<file path="src/rtl/fp_pkg.sv">
// fp_pkg: shared floating-point packing helpers for the MAC datapath.
//   BF16_EXP_W / BF16_MAN_W : default output format widths
//   fp_flags_t              : per-result status flags
//   fp_bias                 : exponent bias for a given exponent width
//   fp_pack                 : packs {sign, exp, frac} into the low bits of a word
//   fp_inf / fp_max_finite  : signed infinity and largest finite encodings
// Helpers return a fixed-width word so one function serves any format;
// callers keep the low 1+EXP_W+MAN_W bits.
package fp_pkg;

  localparam int unsigned BF16_EXP_W = 8;
  localparam int unsigned BF16_MAN_W = 7;
  localparam int unsigned FP_WORD_W  = 64;

  typedef logic [FP_WORD_W-1:0] fp_word_t;

  typedef struct packed {
    logic overflow;
    logic underflow;
    logic inexact;
  } fp_flags_t;

  function automatic int unsigned fp_bias(input int unsigned exp_w);
    return (32'd1 << (exp_w - 32'd1)) - 32'd1;
  endfunction

  function automatic fp_word_t fp_field_mask(input int unsigned w);
    return (fp_word_t'(1) << w) - fp_word_t'(1);
  endfunction

  function automatic fp_word_t fp_pack(input int unsigned exp_w,
                                       input int unsigned man_w,
                                       input logic        sign,
                                       input fp_word_t    exp_f,
                                       input fp_word_t    frac_f);
    fp_word_t r;
    r = ((exp_f & fp_field_mask(exp_w)) << man_w) | (frac_f & fp_field_mask(man_w));
    r = r | (fp_word_t'(sign) << (exp_w + man_w));
    return r;
  endfunction

  function automatic fp_word_t fp_inf(input int unsigned exp_w,
                                      input int unsigned man_w,
                                      input logic        sign);
    return fp_pack(exp_w, man_w, sign, fp_field_mask(exp_w), '0);
  endfunction

  function automatic fp_word_t fp_max_finite(input int unsigned exp_w,
                                             input int unsigned man_w,
                                             input logic        sign);
    return fp_pack(exp_w, man_w, sign, fp_field_mask(exp_w) - fp_word_t'(1),
                   fp_field_mask(man_w));
  endfunction

endpackage

</file>
<file path="src/rtl/fp_normalizer_pipe_lzc.sv">
// lzc: purely combinational leading-zero counter.
//   value : input vector, MSB first
//   count : number of zeros above the most significant one (W when value==0)
module lzc #(
  parameter int unsigned W = 16
) (
  input  logic [W-1:0]           value,
  output logic [$clog2(W+1)-1:0] count
);

  localparam int unsigned CNT_W = $clog2(W + 1);

  logic found;

  always_comb begin
    count = CNT_W'(W);
    found = 1'b0;
    for (int unsigned i = 0; i < W; i++) begin
      if (!found && value[W-1-i]) begin
        count = CNT_W'(i);
        found = 1'b1;
      end
    end
  end

endmodule

</file>
<file path="src/rtl/fp_normalizer_pipe.sv">
// fp_normalizer_pipe: two-stage round-and-pack stage for the MAC datapath.
// Stage 1 normalises the raw mantissa (leading one to the MSB) and adjusts
// the exponent; stage 2 rounds to nearest-even and packs {sign, exp, frac}.
// Ports:
//   clk, rst                     : clock, asynchronous active-high reset
//   in_valid / in_ready          : input handshake
//   in_sign, in_exp, in_mant     : sign, two's-complement biased exponent,
//                                  raw mantissa in [0,4) (point below bit RAW_W-2)
//   out_valid / out_ready        : output handshake
//   out_result                   : packed {sign, exp, frac}
//   out_overflow/underflow/inexact : per-beat status, valid with out_valid
// Build option: define FP_NORM_SAT_EN to saturate overflow to the largest
// finite value instead of producing infinity.
module fp_normalizer_pipe
  import fp_pkg::*;
#(
  parameter int unsigned EXP_W = BF16_EXP_W,
  parameter int unsigned MAN_W = BF16_MAN_W,
  parameter int unsigned RAW_W = 16
) (
  input  logic                   clk,
  input  logic                   rst,
  input  logic                   in_valid,
  output logic                   in_ready,
  input  logic                   in_sign,
  input  logic [EXP_W+1:0]       in_exp,
  input  logic [RAW_W-1:0]       in_mant,
  output logic                   out_valid,
  input  logic                   out_ready,
  output logic [EXP_W+MAN_W:0]   out_result,
  output logic                   out_overflow,
  output logic                   out_underflow,
  output logic                   out_inexact
);

  localparam int unsigned CNT_W = $clog2(RAW_W + 1);
  localparam int unsigned E_W   = EXP_W + 2;
  localparam int unsigned X_W   = EXP_W + 3;
  localparam int unsigned RES_W = 1 + EXP_W + MAN_W;
  localparam logic [X_W-1:0] EXP_OVF = X_W'((1 << EXP_W) - 1);

  // Handshake
  logic s1_valid, s2_valid, adv1, adv2;

  assign adv2     = !s2_valid || out_ready;
  assign adv1     = !s1_valid || adv2;
  assign in_ready = adv1;
  assign out_valid = s2_valid;

  // Stage 1: normalise
  logic [CNT_W-1:0] lz;
  logic [RAW_W-1:0] mant_shl;
  logic [E_W-1:0]   exp_n;

  lzc #(.W(RAW_W)) u_lzc (
    .value (in_mant),
    .count (lz)
  );

  assign mant_shl = in_mant << lz;
  // Leading one at position p = RAW_W-1-lz, so exp + p - (RAW_W-2) = exp + 1 - lz.
  assign exp_n    = in_exp + E_W'(1) - E_W'(lz);

  logic             s1_sign, s1_zero;
  logic [E_W-1:0]   s1_exp;
  logic [RAW_W-2:0] s1_mant;  // hidden leading one dropped

  always_ff @(posedge clk or posedge rst) begin
    if (rst) begin
      s1_valid <= 1'b0;
      s1_sign  <= 1'b0;
      s1_zero  <= 1'b0;
      s1_exp   <= '0;
      s1_mant  <= '0;
    end else if (adv1) begin
      s1_valid <= in_valid;
      if (in_valid) begin
        s1_sign <= in_sign;
        s1_zero <= (in_mant == '0);
        s1_exp  <= exp_n;
        s1_mant <= mant_shl[RAW_W-2:0];
      end
    end
  end

  // Stage 2: round to nearest even and pack
  logic [MAN_W-1:0] frac;
  logic             guard, sticky, round_up;
  logic [MAN_W:0]   frac_sum;
  logic [X_W-1:0]   exp_r;

  assign frac     = s1_mant[RAW_W-2 -: MAN_W];
  assign guard    = s1_mant[RAW_W-2-MAN_W];
  assign sticky   = |s1_mant[RAW_W-3-MAN_W:0];
  assign round_up = guard && (sticky || frac[0]);
  assign frac_sum = {1'b0, frac} + (MAN_W+1)'(round_up);
  // One extra exponent bit so the rounding carry cannot wrap the sign.
  assign exp_r    = {s1_exp[E_W-1], s1_exp} + X_W'(frac_sum[MAN_W]);

  fp_word_t  res_word;
  fp_flags_t flags_d;

  always_comb begin
    flags_d  = '0;
    res_word = fp_pack(EXP_W, MAN_W, s1_sign, fp_word_t'(exp_r),
                       fp_word_t'(frac_sum[MAN_W-1:0]));
    if (s1_zero) begin
      res_word = fp_pack(EXP_W, MAN_W, s1_sign, '0, '0);
    end else if (!exp_r[X_W-1] && (exp_r >= EXP_OVF)) begin
`ifdef FP_NORM_SAT_EN
      res_word = fp_max_finite(EXP_W, MAN_W, s1_sign);
`else
      res_word = fp_inf(EXP_W, MAN_W, s1_sign);
`endif
      flags_d.overflow = 1'b1;
      flags_d.inexact  = 1'b1;
    end else if (exp_r[X_W-1] || (exp_r == '0)) begin
      res_word = fp_pack(EXP_W, MAN_W, s1_sign, '0, '0);
      flags_d.underflow = 1'b1;
      flags_d.inexact   = 1'b1;
    end else begin
      flags_d.inexact = guard || sticky;
    end
  end

  logic unused_bits;
  assign unused_bits = ^{res_word[FP_WORD_W-1:RES_W], mant_shl[RAW_W-1]};

  fp_flags_t s2_flags;

  always_ff @(posedge clk or posedge rst) begin
    if (rst) begin
      s2_valid   <= 1'b0;
      out_result <= '0;
      s2_flags   <= '0;
    end else if (adv2) begin
      s2_valid <= s1_valid;
      if (s1_valid) begin
        out_result <= res_word[RES_W-1:0];
        s2_flags   <= flags_d;
      end
    end
  end

  assign out_overflow  = s2_flags.overflow;
  assign out_underflow = s2_flags.underflow;
  assign out_inexact   = s2_flags.inexact;

endmodule

</file>
<file path="config.mk">
export PLATFORM = sky130hd
export DESIGN_NAME = fp_normalizer_pipe
export DESIGN_NICKNAME = d
export VERILOG_FILES = /design/src/rtl/fp_pkg.sv /design/src/rtl/fp_normalizer_pipe_lzc.sv /design/src/rtl/fp_normalizer_pipe.sv
export SDC_FILE = /design/constraint.sdc
export NUM_CORES = 1
export LEC_CHECK = 0
export CAP_MARGIN = 20
export CORE_MARGIN = 2
export CORE_UTILIZATION = 50
export DETAILED_ROUTE_END_ITERATION = 10
export GPL_TIMING_DRIVEN = 0
export HOLD_SLACK_MARGIN = 0.12
export PLACE_DENSITY = 0.75
export SLEW_MARGIN = 0
export SYNTH_ARGS = -nofsm -noshare
export SYNTH_HDL_FRONTEND = slang
export SYNTH_SLANG_ARGS = --single-unit
export TNS_END_PERCENT = 100
</file>
<file path="constraint.sdc">
create_clock -name clk -period 7.35 [get_ports clk]
set_input_delay 0.735 -clock clk [delete_from_list [all_inputs] [get_ports clk]]
set_output_delay 0.735 -clock clk [all_outputs]
set_load 0.005 [all_outputs]
</file>
**Word level (Yosys, flattened, before mapping)**

Index checks and enable logic that the tools add are counted.

- Register bits: 48
- Bits of input ports: 31
- Logic and storage cells: 103

- $add $sub $neg: 4
- $lt $le $gt $ge: 1
- Shift operators: 1
- Mux-type cells: 40
- Bitwise gates (word level): 2
- Reductions and logical operators: 45

Operators by type and width:

| operator | number |
|---|---|
| $mux 5 | 16 |
| $mux 16 | 3 |
| $mux 1 | 20 |
| $logic_not 1->1 | 18 |
| $logic_and 1x1->1 | 17 |
| $logic_not 16->1 | 1 |
| $or 15x16->16 | 1 |
| $shl 16x5->15 | 1 |
| $or 15x7->15 | 1 |
| $add 10x2->11 | 1 |
| $ge 11x8->1 const B | 1 |
| $logic_not 11->1 | 1 |
| $add 10x1->10 const B | 1 |
| $sub 10x5->10 | 1 |
| $add 7x1->8 | 1 |
| $reduce_or 7->1 | 1 |
| $logic_or 1x1->1 | 5 |
| $reduce_and 2->1 | 2 |
| $mux 3 | 1 |

**Logic depth before layout (Yosys ltp)**

Gate-level depths: netlist (run 1).

- Word-level depth: 47
- Mapped depth: 19
- Mapped depth without buffers: 17

**Cells and area by module**

A second synthesis (run 1) with hierarchy kept.

- Cells, all modules: 392
- Area, all modules: 3500.9 sq um

Modules (own cells, without submodules):

| module | times used | cells an instance | area each (sq um) | sequential area each (sq um) |
|---|---|---|---|---|
| fp_normalizer_pipe | 1 | 362 | 3316.9 | 1201.2 |
| lzc | 1 | 30 | 183.9 | 0.0 |

**Worst setup path after synthesis (run 1)**

Ideal clock, no wire load.

- Path kind: input-to-reg
- Start point: in in_mant[11]
- End point: reg s1_exp[9]
- Library setup time: 136 ps
- Arrival time: 3715 ps
- Required time: 7214 ps
- Setup slack: 3499 ps
- Cell stages on the path: 19
- Cell sequence: nor4_4 nand2_4 a2bb2oi_1 or2_1 buf_6 inv_4 buf_2 ha_1 inv_1 ha_1 fa_1 a21oi_1 nor2_1 nor2_1 o21bai_1 a21oi_1 o21ai_0 xnor2_1 o21ai_0

- Longest elaborated chain between the ends: 36

RTL lines:

| what | line | text |
|---|---|---|
| from (decl) | fp_normalizer_pipe.sv:27 | `input logic [RAW_W-1:0] in_mant,` |
| $logic_and 1x1->1 (*) | fp_normalizer_pipe_lzc.sv:19 | `if (!found && value[W-1-i]) begin` |
| $mux 1 | fp_normalizer_pipe_lzc.sv:19 |  |
| $logic_not 1->1 | fp_normalizer_pipe_lzc.sv:19 |  |
| $logic_and 1x1->1 | fp_normalizer_pipe_lzc.sv:19 |  |
| $mux 1 | fp_normalizer_pipe_lzc.sv:19 |  |
| $logic_not 1->1 | fp_normalizer_pipe_lzc.sv:19 |  |
| $logic_and 1x1->1 | fp_normalizer_pipe_lzc.sv:19 |  |
| $mux 1 | fp_normalizer_pipe_lzc.sv:19 |  |
| [... 20 more ...] | n/a |  |
| $mux 1 | fp_normalizer_pipe_lzc.sv:19 |  |
| $logic_not 1->1 | fp_normalizer_pipe_lzc.sv:19 |  |
| $logic_and 1x1->1 | fp_normalizer_pipe_lzc.sv:19 |  |
| $mux 1 | fp_normalizer_pipe_lzc.sv:19 |  |
| $logic_not 1->1 | fp_normalizer_pipe_lzc.sv:19 |  |
| $logic_and 1x1->1 | fp_normalizer_pipe_lzc.sv:19 |  |
| $mux 5 (*) | fp_normalizer_pipe_lzc.sv:19 |  |
| $sub 10x5->10 (*) | fp_normalizer_pipe.sv:62 | `assign exp_n = in_exp + E_W'(1) - E_W'(lz);` |
| to (signal assigned) | fp_normalizer_pipe.sv:80 | `s1_exp <= exp_n;` |
| to (decl) | fp_normalizer_pipe.sv:65 | `logic [E_W-1:0] s1_exp;` |

Every way passes the cells marked *; elsewhere a longest branch is shown, timed or not.
A chain may end at the register's enable or synchronous reset.

**Worst setup path after layout (run 1)**

Same ends and word-level chain as after synthesis.

==> metrics.csv, run 1 <==
stage,metric,value,unit
run_status,status,completed,
global_routing,gr-total-overflow,0,
detailed_routing,wl,7775,um
synthesis,post-synth-top-area-fraction,35.75,%
global_routing,grt_pass1_wl,13610,um
synthesis,synth_compound_area_share,22.91,%
power_and_ir_drop,fin_total_pwr,866.2,uW
timing,drv_slew,0,
synthesis,synth_edf_count,0,
detailed_routing,drt_iter0_drc,171,
power_and_ir_drop,p_per_area,211.0,mW/mm^2
timing,rsz0062_at_grt,false,
cells_and_area,final_area,0.004105,sq mm
floorplanning,start_util,52.31,%
clock_network,clock_latency,300,ps
floorplanning,num_io_pins,52,
floorplanning,die_width,85.97,um
timing,fmax,218.7,MHz
synthesis,synthTopCellsByArea,"dfrtp_1, ha_1, nand2_1",
synthesis,synth-xor-area-share,5.214,%
floorplanning,core-area,0.006422,sq mm
setup_path,setup.worst_path.start_class,primary input,
global_routing,antenna_found_initial,0,
placed_design,place_area,0.003994,sq mm
setup_path,crit_type,in2reg,
timing,skew,4.137,ps
timing,fin_crit_sh,62.21,%
clock_network,cts_root_buffer,clkbuf_8,
synthesis,synth.most_common_cell,nand2_1,
synthesis,ys_seq_area_share,35.75,%
global_routing,grtUsageTotal,22.61,%
synthesis,synthMuxAreaShare,5.251,%
detailed_routing,wl_per_cell,15.07,um
synthesis,synthArstFlopShare,100.0,%
detailed_routing,drtPass1Iterations,5,
synthesis,synth_cell_type_count,60,
detailed_routing,vias,2940,
floorplanning,die_h,85.97,um
synthesis,yosys_warnings,0,
setup_path,crit_path_end_kind,register,
timing,tightestPinTransition,811.2,ps
setup_path,required,7530,ps
synthesis,synthCells,379,
clock_network,post_cts_resized,0,
synthesis,synth_commonest_cells,"nand2_1, dfrtp_1, o21ai_0",
synthesis,synthSimpleGateAreaFrac,19.70,%
global_routing,grt_max_degree,27,
synthesis,synth_adder_area_share,6.927,%
cells_and_area,diodes,0,
detailed_routing,ant_nets,0,
clock_network,postCtsHoldBufs,0,
synthesis,synth_top_family_by_area,compound AO/OA/AOI/OAI gates,
synthesis,synth_area,0.003359,sq mm
global_routing,first_global_vias,2931,
floorplanning,rows,29,
placed_design,io_buffers,51,
worst_hold_path,hp-class,reg2reg,
cells_and_area,drive_gt1_share,7.062,%
timing,finalHoldViolations,0,
setup_path,cp.arrival,4750,ps
run,max-cap-violations,0,
floorplanning,dieArea,0.007391,sq mm
synthesis,synth.avg_cell_area,8.864,sq um
clock_network,cts_sinks,48,
clock_network,clk_pin_slew,90,ps
clock_network,htreeDepth,2,
detailed_routing,drc,0,
timing,timing.final.crit_period,4572,ps
cells_and_area,area_growth,22.20,%
timing,tns,0,ps
clock_network,cts_tree,done,
detailed_routing,vias_per_cell,5.698,
setup_path,cp_max_fo,10,
synthesis,synth_nets,428,
synthesis,ys_seq_elements,48,
synthesis,synth_largest_area_cell,dfrtp_1,
cells_and_area,nets,487,
setup_path,crit_chain,clkdlybuf4s50_1 > nor4_4 > nand2_4 > a2bb2oi_1 > or2_1 > buf_6 > inv_4 > buf_2 > ha_1 > inv_1 > ha_1 > fa_1 > a21oi_1 > nor2_1 > nor2_1 > o21bai_1 > a21oi_1 > o21ai_0 > xnor2_1 > o21ai_0,
timing,setup_viol,0,
power_and_ir_drop,ir_drop,0.00009415,V
power_and_ir_drop,p_leak,0.001771,uW
setup_path,crit_path_max_incr_delay,600,ps
synthesis,synth_flop_cell,dfrtp_1,
clock_network,clockBufferDepth,2,
placed_design,dp_hpwl,6272,um
setup_path,r2r_setup_slack,3540,ps
timing,slew_headroom,45.92,%
setup_path,slowest_stage,nor4_4,
clock_network,post_cts_buffers,0,
clock_network,cts_buffers,5,
placed_design,place.gp.congestion,0.9351,
[critical path, delay by kind of cell]
| family | cells | cell delay [ps] |
|---|---|---|
| buffers and inverters | 5 | 1050 |
| and+or+nand+nor | 5 | 1160 |
| xor gates and xnor gates | 1 | 180 |
| adders and majority gates | 3 | 770 |
| AOI/OAI and AO/OA | 6 | 860 |
[cell usage in the layout (no fill, tap or decap), drive strengths merged, types with 11 or more instances in the layout]
cell,n
nor2,26
ha,17
inv,19
dfrtp,48
mux2i,12
nand3,11
clkdlybuf4s50,51
o21ai,30
nand2,52
xnor2,14
clkbuf,15
a21oi,26
[sequential cells by signal (all words and copies together) (netlist names)]
signal	count
out_overflow	1
s1_valid	1
out_underflow	1
out_inexact	1
out_result	16
s1_exp	10
out_valid	1
s1_zero	1
s1_mant	15
s1_sign	1
[routing by layer]
layer / vias up / global-route usage (%) / share of wire, %
met2: 80 / 39.53 / 48
met1: 1347 / 29.51 / 47
met3: 8 / 2.599 / 3.8
li1: 1505 / - / -
met4: 0 / 6.349 / 1.3
met5: - / 0 / 0
[final cells by class]
class | instances | area [sq um]
plain buffers | 13 | 65.06
clock buffers | 5 | 68.82
clock inverters | 3 | 42.54
fillers | 569 | 2317
inverters | 20 | 77.57
multi-input cells | 298 | 2016
flip-flops and latches | 48 | 1201
well taps | 77 | 96.34
repair buffers | 52 | 538.0
[through the flow]
step	cells	setup slack [ps]	utilization [%]	hold WS (ps)
2_1_floorplan	379	3499	-	439.7
3_3_place_gp	507	2499	61.76	455.1
3_5_place_dp	508	2487	62.19	469.4
4_1_cts	516	2808	63.92	488.5
5_1_grt	516	2420	63.92	513.1
6_report	516	2778	63.92	481.8
[power by group]
group	internal, uW	total (uW)	switching, uW
Clock	101	186	85.2
Sequential	325	371	46.4
Combinational	168	309	141
Total	593	866	273
[cell families after synthesis]
family,Yosys count
simple gates,132
mux,16
xor+xnor,20
flops,48
compound gates,112
fa+ha+maj,18
buf+inv,33
[path summary, 6_finish.rpt]
kind                          startpoint             end  cells past startpoint
min in group asynchronous            rst      s1_mant[5]                      2
min reg2reg                out_underflow   out_underflow                      2
min                        out_underflow   out_underflow                      2
max reg2reg                   s1_mant[2]  out_result[13]                     18
max in group asynchronous            rst       s1_exp[0]                      3
max                          in_mant[11]       s1_exp[9]                     20
Note: power is estimated with default switching activity, not from simulation.
==> run 2, diff against run 1 <==
- clock period: 7.35 -> 4.7 ns (I/O delays scaled with it)
==> results of run 2 <==
Same layout as run 1 (identical final DEF). Status: completed.
Among the figures that moved: setup slack after placement 2487 ps -> 102.1 ps; setup slack after layout 2778 ps -> 392.5 ps; register-to-register setup slack 3540 ps -> 890 ps; total power 866.2 uW -> 1355 uW; worst IR drop on VDD 0.00009415 V -> 0.0001472 V
==> run 3, diff against run 2 <==
--- a/config.mk
+++ b/config.mk
@@ -8,3 +8,3 @@
 export CAP_MARGIN = 20
-export CORE_MARGIN = 2
+export CORE_MARGIN = 5
 export CORE_UTILIZATION = 50
==> constraint.sdc (replaced) <==
create_clock -name clk -period 4.15 [get_ports clk]
set_input_delay 0.83 -clock clk [delete_from_list [all_inputs] [get_ports clk]]
set_output_delay 0.83 -clock clk [all_outputs]
set_load 0.005 [all_outputs]
==> metrics.csv, run 3 (same netlist as run 1, synthesis figures left out) <==
stage,metric,value,unit,change
timing,finalHoldViolations,0,,unchanged
global_routing,grtUsageTotal,19.68,%,was 22.61%
cells_and_area,area_growth,25.51,%,was 22.20%
cells_and_area,layout_commonest_cell,nand2_1,,was clkdlybuf4s50_1
timing,fmax,252.3,MHz,
timing,drv_slew,0,,unchanged
timing,holdWs,480.5,ps,was 481.8 ps
worst_hold_path,hp-class,reg2reg,,unchanged
cells_and_area,largest_reg_flops,16,,unchanged
floorplanning,rows,29,,unchanged
cells_and_area,stdcell_count,521,,was 516
power_and_ir_drop,p_leak,0.001885,uW,was 0.001771 uW
run_status,status,completed,,unchanged
global_routing,grt_max_degree,28,,was 27
clock_network,postCtsHoldBufs,0,,unchanged
global_routing,antenna_found_initial,0,,unchanged
timing,fin_crit_sh,95.52,%,
power_and_ir_drop,ir_drop,0.0001575,V,was 0.0001472 V
global_routing,gr-total-overflow,0,,unchanged
power_and_ir_drop,seqPwrFrac,42.7,%,was 42.9%
run,max-cap-violations,0,,unchanged
placed_design,dpl.cell_count,508,,unchanged
timing,tns,0,ps,unchanged
clock_network,cts_buffers,5,,unchanged
detailed_routing,drt_iter0_drc,197,,was 171
clock_network,cts_sinks,48,,unchanged
clock_network,clockBufferDepth,2,,unchanged
placed_design,dp_hpwl,6289,um,was 6272 um
power_and_ir_drop,p_int,1052,uW,was 927.7 uW
power_and_ir_drop,p_switching,491.9,uW,was 426.9 uW
global_routing,first_global_vias,2884,,was 2931
setup_path,setup.worst_path.start_class,primary input,,unchanged
clock_network,clock_latency,300,ps,about the same
cells_and_area,n_fill_cell,570,,was 569
timing,setup_slack,186.1,ps,was 392.5 ps
detailed_routing,drtPass1Iterations,5,,unchanged
detailed_routing,wl,8289,um,was 7775 um
floorplanning,die_width,91.97,um,was 85.97 um
setup_path,required,4320,ps,was 4880 ps
cells_and_area,reg_top3,"out_result: 16 flops, s1_mant: 15 flops, s1_exp: 10 flops",,unchanged
cells_and_area,diodes,0,,unchanged
floorplanning,dieArea,0.008458,sq mm,was 0.007391 sq mm
power_and_ir_drop,pwr-share-comb,35.9,%,was 35.7%
placed_design,place.gp.congestion,0.9077,,was 0.9351
clock_network,htreeDepth,2,,unchanged
timing,tightestPinTransition,777.2,ps,was 811.2 ps
floorplanning,core-area,0.006459,sq mm,was 0.006422 sq mm
setup_path,crit_path_end_kind,register,,unchanged
clock_network,clk_pin_slew,80,ps,was 90 ps
floorplanning,num_io_pins,52,,unchanged
placed_design,io_buffers,51,,unchanged
power_and_ir_drop,p_per_area,366.1,mW/mm^2,was 330.0 mW/mm^2
cells_and_area,top_register,out_result,,unchanged
cells_and_area,final_cell_mix,"nand2_1, dfrtp_1, clkdlybuf4s50_1",,"was clkdlybuf4s50_1, nand2_1, dfrtp_1"
detailed_routing,wl_per_cell,15.91,um,was 15.07 um
timing,setup_viol,0,,unchanged
detailed_routing,drc,0,,unchanged
detailed_routing,vias,3030,,was 2940
cells_and_area,drive_gt1_share,10.59,%,was 7.062%
power_and_ir_drop,p_clk_share,21.4,%,was 21.5%
timing,skew,8.820,ps,was 4.137 ps
setup_path,cp.arrival,4140,ps,was 4480 ps
timing,slew_headroom,47.79,%,was 45.92%
floorplanning,start_util,52.01,%,was 52.31%
detailed_routing,ant_nets,0,,unchanged
power_and_ir_drop,swShare,31.86,%,was 31.51%
setup_path,crit_type,in2reg,,unchanged
clock_network,cts_root_buffer,clkbuf_8,,unchanged
cells_and_area,nets,492,,was 487
global_routing,grt_pass1_wl,13710,um,was 13610 um
placed_design,pre_cts_ws,-894.5,ps,was 102.1 ps
floorplanning,die_h,91.97,um,was 85.97 um
detailed_routing,vias_per_cell,5.816,,was 5.698
timing,timing.final.crit_period,3964,ps,
setup_path,cp_max_fo,17,,was 10
clock_network,cts_tree,done,,unchanged
## run 3: power groups by stage
| stage | registers [uW] | clock network (uW) | logic, uW |
|---|---|---|---|
| 2_1_floorplan | 656 | 0 | 306 |
| 3_3_place_gp | 662 | 0 | 534 |
| 3_5_place_dp | 668 | 0 | 546 |
| 4_1_cts | 658 | 335 | 549 |
| 5_1_grt | 675 | 355 | 614 |
| 6_report | 659 | 331 | 554 |
## run 3: area by class of cell
cell class | instances | area (sq um) | share of cell area [%]
repair buffers | 59 | 595.6 | 14.12
clock buffers | 6 | 72.57 | 1.721
multi-input cells | 298 | 2078 | 49.29
clock inverters | 2 | 35.03 | 0.8309
plain buffers | 11 | 56.30 | 1.335
well taps | 77 | 96.34 | 2.285
inverters | 20 | 81.33 | 1.929
flip-flops and latches | 48 | 1201 | 28.49
## run 3: worst paths after layout
check | from | to | slack [ps] | cells after the start
setup / recovery | in_mant[15] | s1_exp[9] | 190 | 20
hold reg to reg | out_overflow | out_overflow | 480 | 1
setup reg to reg | s1_mant[2] | out_result[0] | 280 | 18
hold / removal | out_overflow | out_overflow | 480 | 1
max in group asynchronous | rst | s1_exp[0] | 2780 | 3
min in group asynchronous | rst | out_result[0] | 870 | 2
## run 3: worst max-delay path: stages
cell and delay (ps):
dlygate4sd2_1 300, nor4_4 380, buf_4 190, nand2_4 70, a21oi_2 130, or2_1 140, buf_6 150, inv_6 80
ha_1 280, inv_1 40, ha_1 210, fa_2 370, a21oi_2 150, nor2_1 60, nor2_2 110, o21bai_1 90
a21oi_2 180, o21ai_0 120, xnor2_1 170, o21ai_0 80
## run 3: per-layer routing
layer,vias up,routed length (um),GRT usage [%]
li1,1509,-,-
met1,1411,3957,27.24
met2,96,3810,31.69
met3,14,388,3.601
met4,0,133,5.569
met5,-,0,0
## run 3: what timing repair did
action | in CTS | in global routing
resized for setup | 10 | 19
endpoints found under the setup margin | 5 | 12
buffers inserted | 7 | 0
pin swaps | 2 | 1
## run 3: metrics by stage
step	util, %	power [uW]	cell area (sq um)
final	65.28	1544	4217
after global routing	65.28	1644	4217
after CTS	64.16	1543	4144
after detailed placement	61.72	1214	3986
after global placement	61.41	1195	3966
after floorplan	-	961.8	3359
